[src/rtl/spi_mem_arbiter.sv]
// Arbiter sharing one SPI RAM transaction engine between the instruction-fetch and data ports.
// Runs one transaction at a time, returns read data to the winner and aborts a hung engine.
module spi_mem_arbiter #(
    parameter int unsigned ADDR_W       = 16,
    parameter int unsigned DATA_W       = 16,
    parameter int unsigned STARVE_LIMIT = 4,
    parameter int unsigned TIMEOUT      = 1023
) (
    input  logic              clk,
    input  logic              rst_n,
    input  logic              if_req,
    input  logic [ADDR_W-1:0] if_addr,
    output logic [DATA_W-1:0] if_rdata,
    output logic              if_done,
    input  logic              d_req,
    input  logic              d_we,
    input  logic [ADDR_W-1:0] d_addr,
    input  logic [DATA_W-1:0] d_wdata,
    output logic [DATA_W-1:0] d_rdata,
    output logic              d_done,
    output logic              mem_start,
    output logic              mem_we,
    output logic [ADDR_W-1:0] mem_addr,
    output logic [DATA_W-1:0] mem_wdata,
    input  logic [DATA_W-1:0] mem_rdata,
    input  logic              mem_done,
    output logic              owner,
    output logic              busy,
    output logic              timeout_err
);

    localparam int unsigned CNT_W    = $clog2(TIMEOUT + 1);
    localparam int unsigned STARVE_W = $clog2(STARVE_LIMIT + 1);

    typedef enum logic [1:0] {
        StIdle,
        StIssue,
        StWait,
        StResp
    } state_e;

    state_e              state;
    logic [CNT_W-1:0]    wait_cnt;
    logic [STARVE_W-1:0] starve_cnt;

    logic grant_any;
    logic grant_data;
    logic starved;

    // Data normally wins contention; fetch wins once it has been passed over often enough.
    always_comb begin
        starved    = (starve_cnt >= STARVE_W'(STARVE_LIMIT));
        grant_any  = if_req | d_req;
        grant_data = d_req & (~if_req | ~starved);
    end

    always_ff @(posedge clk or negedge rst_n) begin
        if (!rst_n) begin
            state       <= StIdle;
            wait_cnt    <= '0;
            starve_cnt  <= '0;
            if_rdata    <= '0;
            if_done     <= 1'b0;
            d_rdata     <= '0;
            d_done      <= 1'b0;
            mem_start   <= 1'b0;
            mem_we      <= 1'b0;
            mem_addr    <= '0;
            mem_wdata   <= '0;
            owner       <= 1'b0;
            busy        <= 1'b0;
            timeout_err <= 1'b0;
        end else begin
            mem_start <= 1'b0;
            if_done   <= 1'b0;
            d_done    <= 1'b0;
            unique case (state)
                StIdle: begin
                    if (grant_any) begin
                        owner     <= grant_data;
                        mem_we    <= grant_data & d_we;
                        mem_addr  <= grant_data ? d_addr : if_addr;
                        mem_wdata <= grant_data ? d_wdata : '0;
                        if (!grant_data) begin
                            starve_cnt <= '0;
                        end else if (if_req && !starved) begin
                            starve_cnt <= starve_cnt + 1'b1;
                        end
                        mem_start <= 1'b1;
                        busy      <= 1'b1;
                        state     <= StIssue;
                    end
                end
                StIssue: begin
                    wait_cnt <= '0;
                    state    <= StWait;
                end
                StWait: begin
                    // A completion arriving on the last allowed cycle still counts as success.
                    if (mem_done) begin
                        if (!mem_we) begin
                            if (owner) d_rdata <= mem_rdata;
                            else       if_rdata <= mem_rdata;
                        end
                        if_done <= ~owner;
                        d_done  <= owner;
                        state   <= StResp;
                    end else if (wait_cnt == CNT_W'(TIMEOUT)) begin
                        timeout_err <= 1'b1;
                        if (!mem_we) begin
                            if (owner) d_rdata <= '0;
                            else       if_rdata <= '0;
                        end
                        if_done <= ~owner;
                        d_done  <= owner;
                        state   <= StResp;
                    end else begin
                        wait_cnt <= wait_cnt + 1'b1;
                    end
                end
                StResp: begin
                    busy  <= 1'b0;
                    state <= StIdle;
                end
                default: state <= StIdle;
            endcase
        end
    end

endmodule

[config.mk]
export PLATFORM = sky130hd
export DESIGN_NAME = spi_mem_arbiter
export DESIGN_NICKNAME = d
export VERILOG_FILES = /design/src/rtl/spi_mem_arbiter.sv
export SDC_FILE = /design/constraint.sdc
export NUM_CORES = 1
export LEC_CHECK = 0
export BUFFER_PORTS_ARGS = -buffer_cell sky130_fd_sc_hd__clkbuf_2
export CORE_ASPECT_RATIO = 1.25
export CORE_UTILIZATION = 30
export DETAILED_ROUTE_END_ITERATION = 7
export PLACE_DENSITY_LB_ADDON = 0.2
export SLEW_MARGIN = 10
export SYNTH_ARGS = -nofsm -noshare
export SYNTH_HDL_FRONTEND = slang
export SYNTH_SLANG_ARGS = --single-unit
export TNS_END_PERCENT = 20
[constraint.sdc]
create_clock -name clk -period 2.9 [get_ports clk]
set_input_delay 0.435 -clock clk [delete_from_list [all_inputs] [get_ports clk]]
set_output_delay 0.435 -clock clk [all_outputs]
set_load 0.05 [all_outputs]
==> out/metrics.cfg, run 1 <==
[power_and_ir_drop]
power_density_mw_per_mm2 = 1350
leakage_nw = 2.55
totalPowerFinal_mw = 6.48
vdd_drop_max_mv = 0.458

[synthesis]
synth.area.top_cells = dfrtp_1 (60%), a22o_1 (12%), mux2i_1 (5.1%)
synth_async_sr_flop_share_pct = 100
synthCells = 291
postSynthAreaPerCell_um2 = 12.3
yosysWarningCount = 0
netlist_area_mm2 = 0.00357
ys_seq_area_share_pct = 60.4
synth_cell_types = 42
syn-num-nets = 367
yosysTopAreaCellShare_pct = 60.4
yosys.area.top_type = dfrtp_1
synth_edf_count = 0
yosys_register_bits = 86
yosys_most_used_dff = dfrtp_1

[grt]
groute.layer.met1.usage_pct = 18.2
grt_max_degree = 46
grt_pass1_vias = 2679
grt_usage_pct = 14.3
grt_busiest_layer = met2
antenna_found_initial = 0
grtUsageMet2_pct = 24.1
use_met3_pct = 3.25
grt-ovfl-total = 0
grt_pass1_wl_um = 13700

[worst_hold_path]
hp-class = in -> async

[clocking]
cts-root-buf = clkbuf_16
cts.repair.resized = 0
clkSinkCount = 86
numCtsBuffers = 9
clk_pin_slew_worst_paths_ps = 60
cts_post_setup_buffers_inserted = 0
cts_hold_buffers = 0
worstSkewPairLatency_ps = 330
cts_tree = yes
h-tree-depth = 3
cts_buffer_depth = 2

[setup_path]
path_cells = inv_1 -> ha_1 -> buf_4 -> nor4bb_4 -> a22o_1
critPathKind = reg -> reg
critPathArrivalTime_ps = 2490
startpoint_type = flop
crit_path_max_incr_delay_ps = 790
critPathSlowestCell = nor4bb_4
crit_required_ps = 3160
cp_max_fo = 18
end_kind = flop

[place]
dpl_cell_area_mm2 = 0.00447
dp_hpwl_um = 6200
place_inst = 578
post-place-ws_ps = 673
place.gp.congestion = 0.727
io_buffers = 140

[layout]
drive_above_1_share_pct = 38.4
final_cell_mix = clkbuf_2 (139), dfrtp_1 (86), a22o_1 (49), nand2_1 (30), o21ai_0 (25)
stdcell_count = 593
mostFrequentLayoutCell = clkbuf_2
finalCoreUtilization_pct = 41.4
fin_area_mm2 = 0.00481
diodes = 0
area_growth_pct = 34.8
nets = 504

[timing]
drv_slew = 0
worst_pin_slew_ps = 824
rsz0062_at_grt = no
max_freq_mhz = 448
hold_ws_ps = 89.8
period_needed_ps = 2230
hold_viol = 0
setup_violations = 0
worst_slack_ps = 670
clock_skew_ps = 7.21
slew-limit-headroom_pct = 45.0
period_share_pct = 76.9
tns_ps = 0

[drt]
route.vias.total = 2835
dr.pass1.iters = 6
drc_errors = 0
dr.first_iter.drc_count = 105
vias_per_cell = 4.78
wirelength_um = 8690
ant_nets = 0
wire_per_inst_um = 14.6

[status]
status = complete, no violations

[floorplan]
io_pins = 141
die_area_mm2 = 0.0123
core_mm2 = 0.0116
die_w_um = 99.5
rows = 44
fp.dieH_um = 124
initial_utilization_pct = 30.7

[run]
drv_cap = 0

-- final timing paths --
| check | depth (start not counted) | startpoint | slack (ps) | to |
|---|---|---|---|---|
| setup / recovery | 5 | state[0] | 670 | if_rdata[14] |
| hold / removal | 1 | rst_n | 90 | d_rdata[12] |
| setup reg to reg | 5 | state[0] | 670 | if_rdata[14] |
| hold reg to reg | 1 | timeout_err | 470 | timeout_err |
| max in group asynchronous | 2 | rst_n | 2170 | mem_addr[4] |
| min in group clk | 2 | d_wdata[1] | 330 | mem_wdata[1] |
-- layout make-up --
| class | instances | area [um2] |
|---|---|---|
| inverters | 6 | 22.5 |
| well taps | 161 | 201 |
| flip-flops and latches | 86 | 2150 |
| multi-input cells | 180 | 1340 |
| fillers | 1128 | 6810 |
| clock inverters | 4 | 95.1 |
| clock buffers | 11 | 243 |
| repair buffers | 145 | 753 |
-- registers in the layout, summed over array words and instances, names as in the netlist, 2 cells and up --
| signal | cells |
|---|---|
| wait_cnt | 10 |
| starve_cnt | 3 |
| mem_addr | 16 |
| state | 2 |
| if_rdata | 16 |
| d_rdata | 16 |
| mem_wdata | 16 |
-- cell usage after synthesis, types with 2 or more instances --
| library cell | n |
|---|---|
| buf_1 | 2 |
| nand2_1 | 30 |
| o21ai_0 | 25 |
| nand3_1 | 2 |
| a21o_1 | 5 |
| nor3_1 | 2 |
| mux2i_1 | 18 |
| ha_1 | 6 |
| nand4_1 | 2 |
| and4_1 | 3 |
| a41oi_1 | 3 |
| nor3b_1 | 2 |
| and3_1 | 3 |
| clkbuf_1 | 11 |
| nor2_1 | 5 |
| and2_1 | 2 |
| a21oi_1 | 3 |
| a22o_1 | 49 |
| buf_2 | 5 |
| dfrtp_1 | 86 |
| inv_1 | 6 |
-- report_power, final --
| part | internal, mW | switching, mW | leakage (nW) |
|---|---|---|---|
| sequential | 1.70 | 0.320 | 1.10 |
| combinational | 0.823 | 2.33 | 1.29 |
| clock | 0.859 | 0.445 | 0.166 |
| total | 3.38 | 3.10 | 2.55 |
-- metal layers --
layer / vias to the layer above / part of all wire (%)
met5: - / 0
met2: 91 / 48
li1: 1353 / -
met3: 7 / 5.0
met1: 1384 / 46
met4: 0 / 0.99
-- worst max-delay path: cells and delay by family (launching register included) --
family          cells  cell delay [ps]
buf+inv             2              360
compound gates      1              260
fa+ha+maj           1              320
simple gates        1              790
flops               1              410
-- cell families (layout without fill, tap and decap cells) --
group / count (synthesis) / after routing / synth area share (%)
compound gates: 95 / 95 / 20.3
flops: 86 / 86 / 60.4
simple gates: 59 / 59 / 8.63
mux: 19 / 19 / 5.37
buf+inv: 25 / 166 / 3.02
fa+ha+maj: 6 / 6 / 2.11
xor+xnor: 1 / 1 / 0.246
Power figures use the tool's default switching activity.
==> inputs of run 2 (changes only) <==
clock period = 2 ns   (was 2.9 ns; I/O delays follow)
==> run 2 against run 1 <==
Count of clock-buffer cells in the layout grew 1. Register-to-register slack lost 580 ps. Global-route usage up 0.64 points. Routed wire length increased by 1.3%. Maximum frequency grew 17%. Combinational power is 48% higher. Total power up 43%.
==> out/metrics.cfg, run 2 (synthesis gave the netlist of run 1 again) <==
[timing]
worst_pin_slew_ps = 475  ; was 824 ps
drv_slew = 0  ; unchanged
hold_viol = 0  ; unchanged
period_needed_ps = 1910  ; was 2230 ps
period_share_pct = 95.7  ; was 76.9%
clock_skew_ps = 7.28  ; was 7.21 ps
slew-limit-headroom_pct = 68.3  ; was 45.0%
setup_violations = 0  ; unchanged
max_freq_mhz = 523  ; was 448 MHz

[setup_path]
worst-path-buf-inv = 1  ; was 2
worstReg2RegStart = wait_cnt[1]  ; was state[0]
ff2ff_path_depth = 6  ; was 5
crit_required_ps = 2220  ; was 3160 ps
crit_end = if_rdata[9]  ; was if_rdata[14]
crit_family = simple AND/OR/NAND/NOR gates  ; unchanged
critPathArrivalTime_ps = 2130  ; was 2490 ps
crit_start = wait_cnt[1]  ; was state[0]
startpoint_type = flop  ; unchanged
path_cells = ha_2 -> and4_4 -> a31oi_4 -> or4b_1 -> buf_4 -> a22o_1  ; was inv_1 -> ha_1 -> buf_4 -> nor4bb_4 -> a22o_1
critPathKind = reg -> reg  ; unchanged
crit_path_max_incr_delay_ps = 460  ; was 790 ps
r2r-end = if_rdata[9]  ; was if_rdata[14]
cp_max_fo = 16  ; was 18
critPathSlowestCell = or4b_1  ; was nor4bb_4
critical_path_depth = 6  ; was 5
end_kind = flop  ; unchanged
rrSetupSlack_ps = 90  ; was 670 ps

[worst_hold_path]
hold_depth = 2
hp-class = in -> reg  ; was in -> async

[floorplan]
io_pins = 141  ; unchanged
die_area_mm2 = 0.0123  ; unchanged
core_mm2 = 0.0116  ; unchanged
die_w_um = 99.5  ; unchanged
fp.dieH_um = 124  ; unchanged
rows = 44  ; unchanged
initial_utilization_pct = 30.7  ; unchanged

[layout]
seqCellArea_mm2 = 0.00215  ; unchanged
area_growth_pct = 36.4  ; was 34.8%
fin_area_mm2 = 0.00486  ; was 0.00481 mm2
nets = 515  ; was 504
diodes = 0  ; unchanged
drive_above_1_share_pct = 40.0  ; was 38.4%
fillCellCount = 1160  ; was 1128
multiInputGateArea_mm2 = 0.00135  ; was 0.00134 mm2
final_cell_mix = clkbuf_2 (139), dfrtp_1 (86), a22o_1 (49), nand2_1 (30), o21ai_0 (25)  ; unchanged
stdcell_count = 604  ; was 593
mostFrequentLayoutCell = clkbuf_2  ; unchanged

[clocking]
clk_pin_slew_worst_paths_ps = 60  ; about the same
numCtsBuffers = 9  ; unchanged
cts_buffer_depth = 2  ; unchanged
clkSinkCount = 86  ; unchanged
h-tree-depth = 3  ; unchanged
worstSkewPairLatency_ps = 330  ; about the same
cts-root-buf = clkbuf_16  ; unchanged
cts_tree = yes  ; unchanged

[grt]
grt_pass1_vias = 2788  ; was 2679
grt-ovfl-total = 0  ; unchanged
grt_usage_pct = 14.9  ; was 14.3%
grt_max_degree = 52  ; was 46
grt_pass1_wl_um = 14200  ; was 13700 um
antenna_found_initial = 0  ; unchanged

[drt]
drc_errors = 0  ; unchanged
dr.pass1.iters = 6  ; unchanged
wirelength_um = 8800  ; was 8690 um
dr.first_iter.drc_count = 86  ; was 105
vias_per_cell = 4.72  ; was 4.78
route.vias.total = 2850  ; was 2835
wire_per_inst_um = 14.6  ; about the same
ant_nets = 0  ; unchanged

[place]
place_inst = 587  ; was 578
dpl_cell_area_mm2 = 0.00454  ; was 0.00447 mm2
dp_hpwl_um = 6310  ; was 6200 um
io_buffers = 140  ; unchanged
place.gp.congestion = 0.719  ; was 0.727

[power_and_ir_drop]
leakage_nw = 2.58  ; was 2.55 nW
vdd_drop_max_mv = 0.668  ; was 0.458 mV
power_density_mw_per_mm2 = 1900  ; was 1350 mW/mm2

[status]
status = complete, no violations  ; unchanged

[run]
drv_cap = 0  ; unchanged

[run 2: changes by cell type in the layout (fill, tap and decap cells not counted)]
cell,previous run,this run
and4_1,3,2
and4_4,1,2
buf_12,1,2
buf_4,5,14
bufinv_16,3,1
clkbuf_1,1,2
clkinv_2,1,0
clkinvlp_4,0,2
dlygate4sd3_1,0,1
ha_1,6,5
ha_2,0,1
[run 2: worst min path at each step]
stage	from	to
after floorplan	rst_n	busy
after global placement	rst_n	if_rdata[4]
after detailed placement	rst_n	if_rdata[4]
after CTS	d_wdata[3]	mem_wdata[3]
after global routing	d_wdata[7]	mem_wdata[7]
final	d_wdata[3]	mem_wdata[3]
[run 2: metal layers]
layer	GRT usage [%]	vias to the layer above	wire length (um)
met3	3.31	7	429
li1	-	1373	-
met4	6.07	0	112
met1	19.8	1379	3980
met2	23.7	91	4280
met5	0	-	0
[run 2: layout make-up]
| class | count | share of cell area (%) |
|---|---|---|
| inverters | 6 | 0.463 |
| clock buffers | 12 | 5.07 |
| multi-input cells | 180 | 27.7 |
| repair buffers | 156 | 17.5 |
| clock inverters | 3 | 0.926 |
| flip-flops and latches | 86 | 44.2 |
| well taps | 161 | 4.14 |
[run 2: worst register-to-register path: cells and delay by family, from the launching register on]
family / cells / cell delay (ps)
fa+ha+maj: 1 / 210
flops: 1 / 390
compound gates: 2 / 280
simple gates: 2 / 700
buf+inv: 1 / 200
[run 2: repair_timing]
action / in CTS / in global routing
endpoints found under the setup margin: 0 / 16
resized for setup: 0 / 2
hold buffers: 1 / 0
endpoints found under the hold margin: 31 / 0
buffers inserted: 0 / 0
[run 2: report_power, final]
| part | total (mW) | switching, mW | internal, mW |
|---|---|---|---|
| Combinational | 4.69 | 3.42 | 1.27 |
| Sequential | 2.91 | 0.448 | 2.46 |
| Clock | 1.65 | 0.653 | 0.996 |
| Total | 9.25 | 4.52 | 4.73 |
[run 2: through the flow]
stage	hold slack (ps)	util, %	setup WS [ps]	total power, mW	setup TNS [ps]
floorplan	4.41	-	52.0	6.37	0
global placement	295	39.1	114	7.58	0
detailed placement	298	39.1	70.9	7.64	0
CTS	169	41.7	55.2	9.33	0
global route	177	41.9	-3.38	9.80	-6.51
finish	181	41.9	87.0	9.25	0
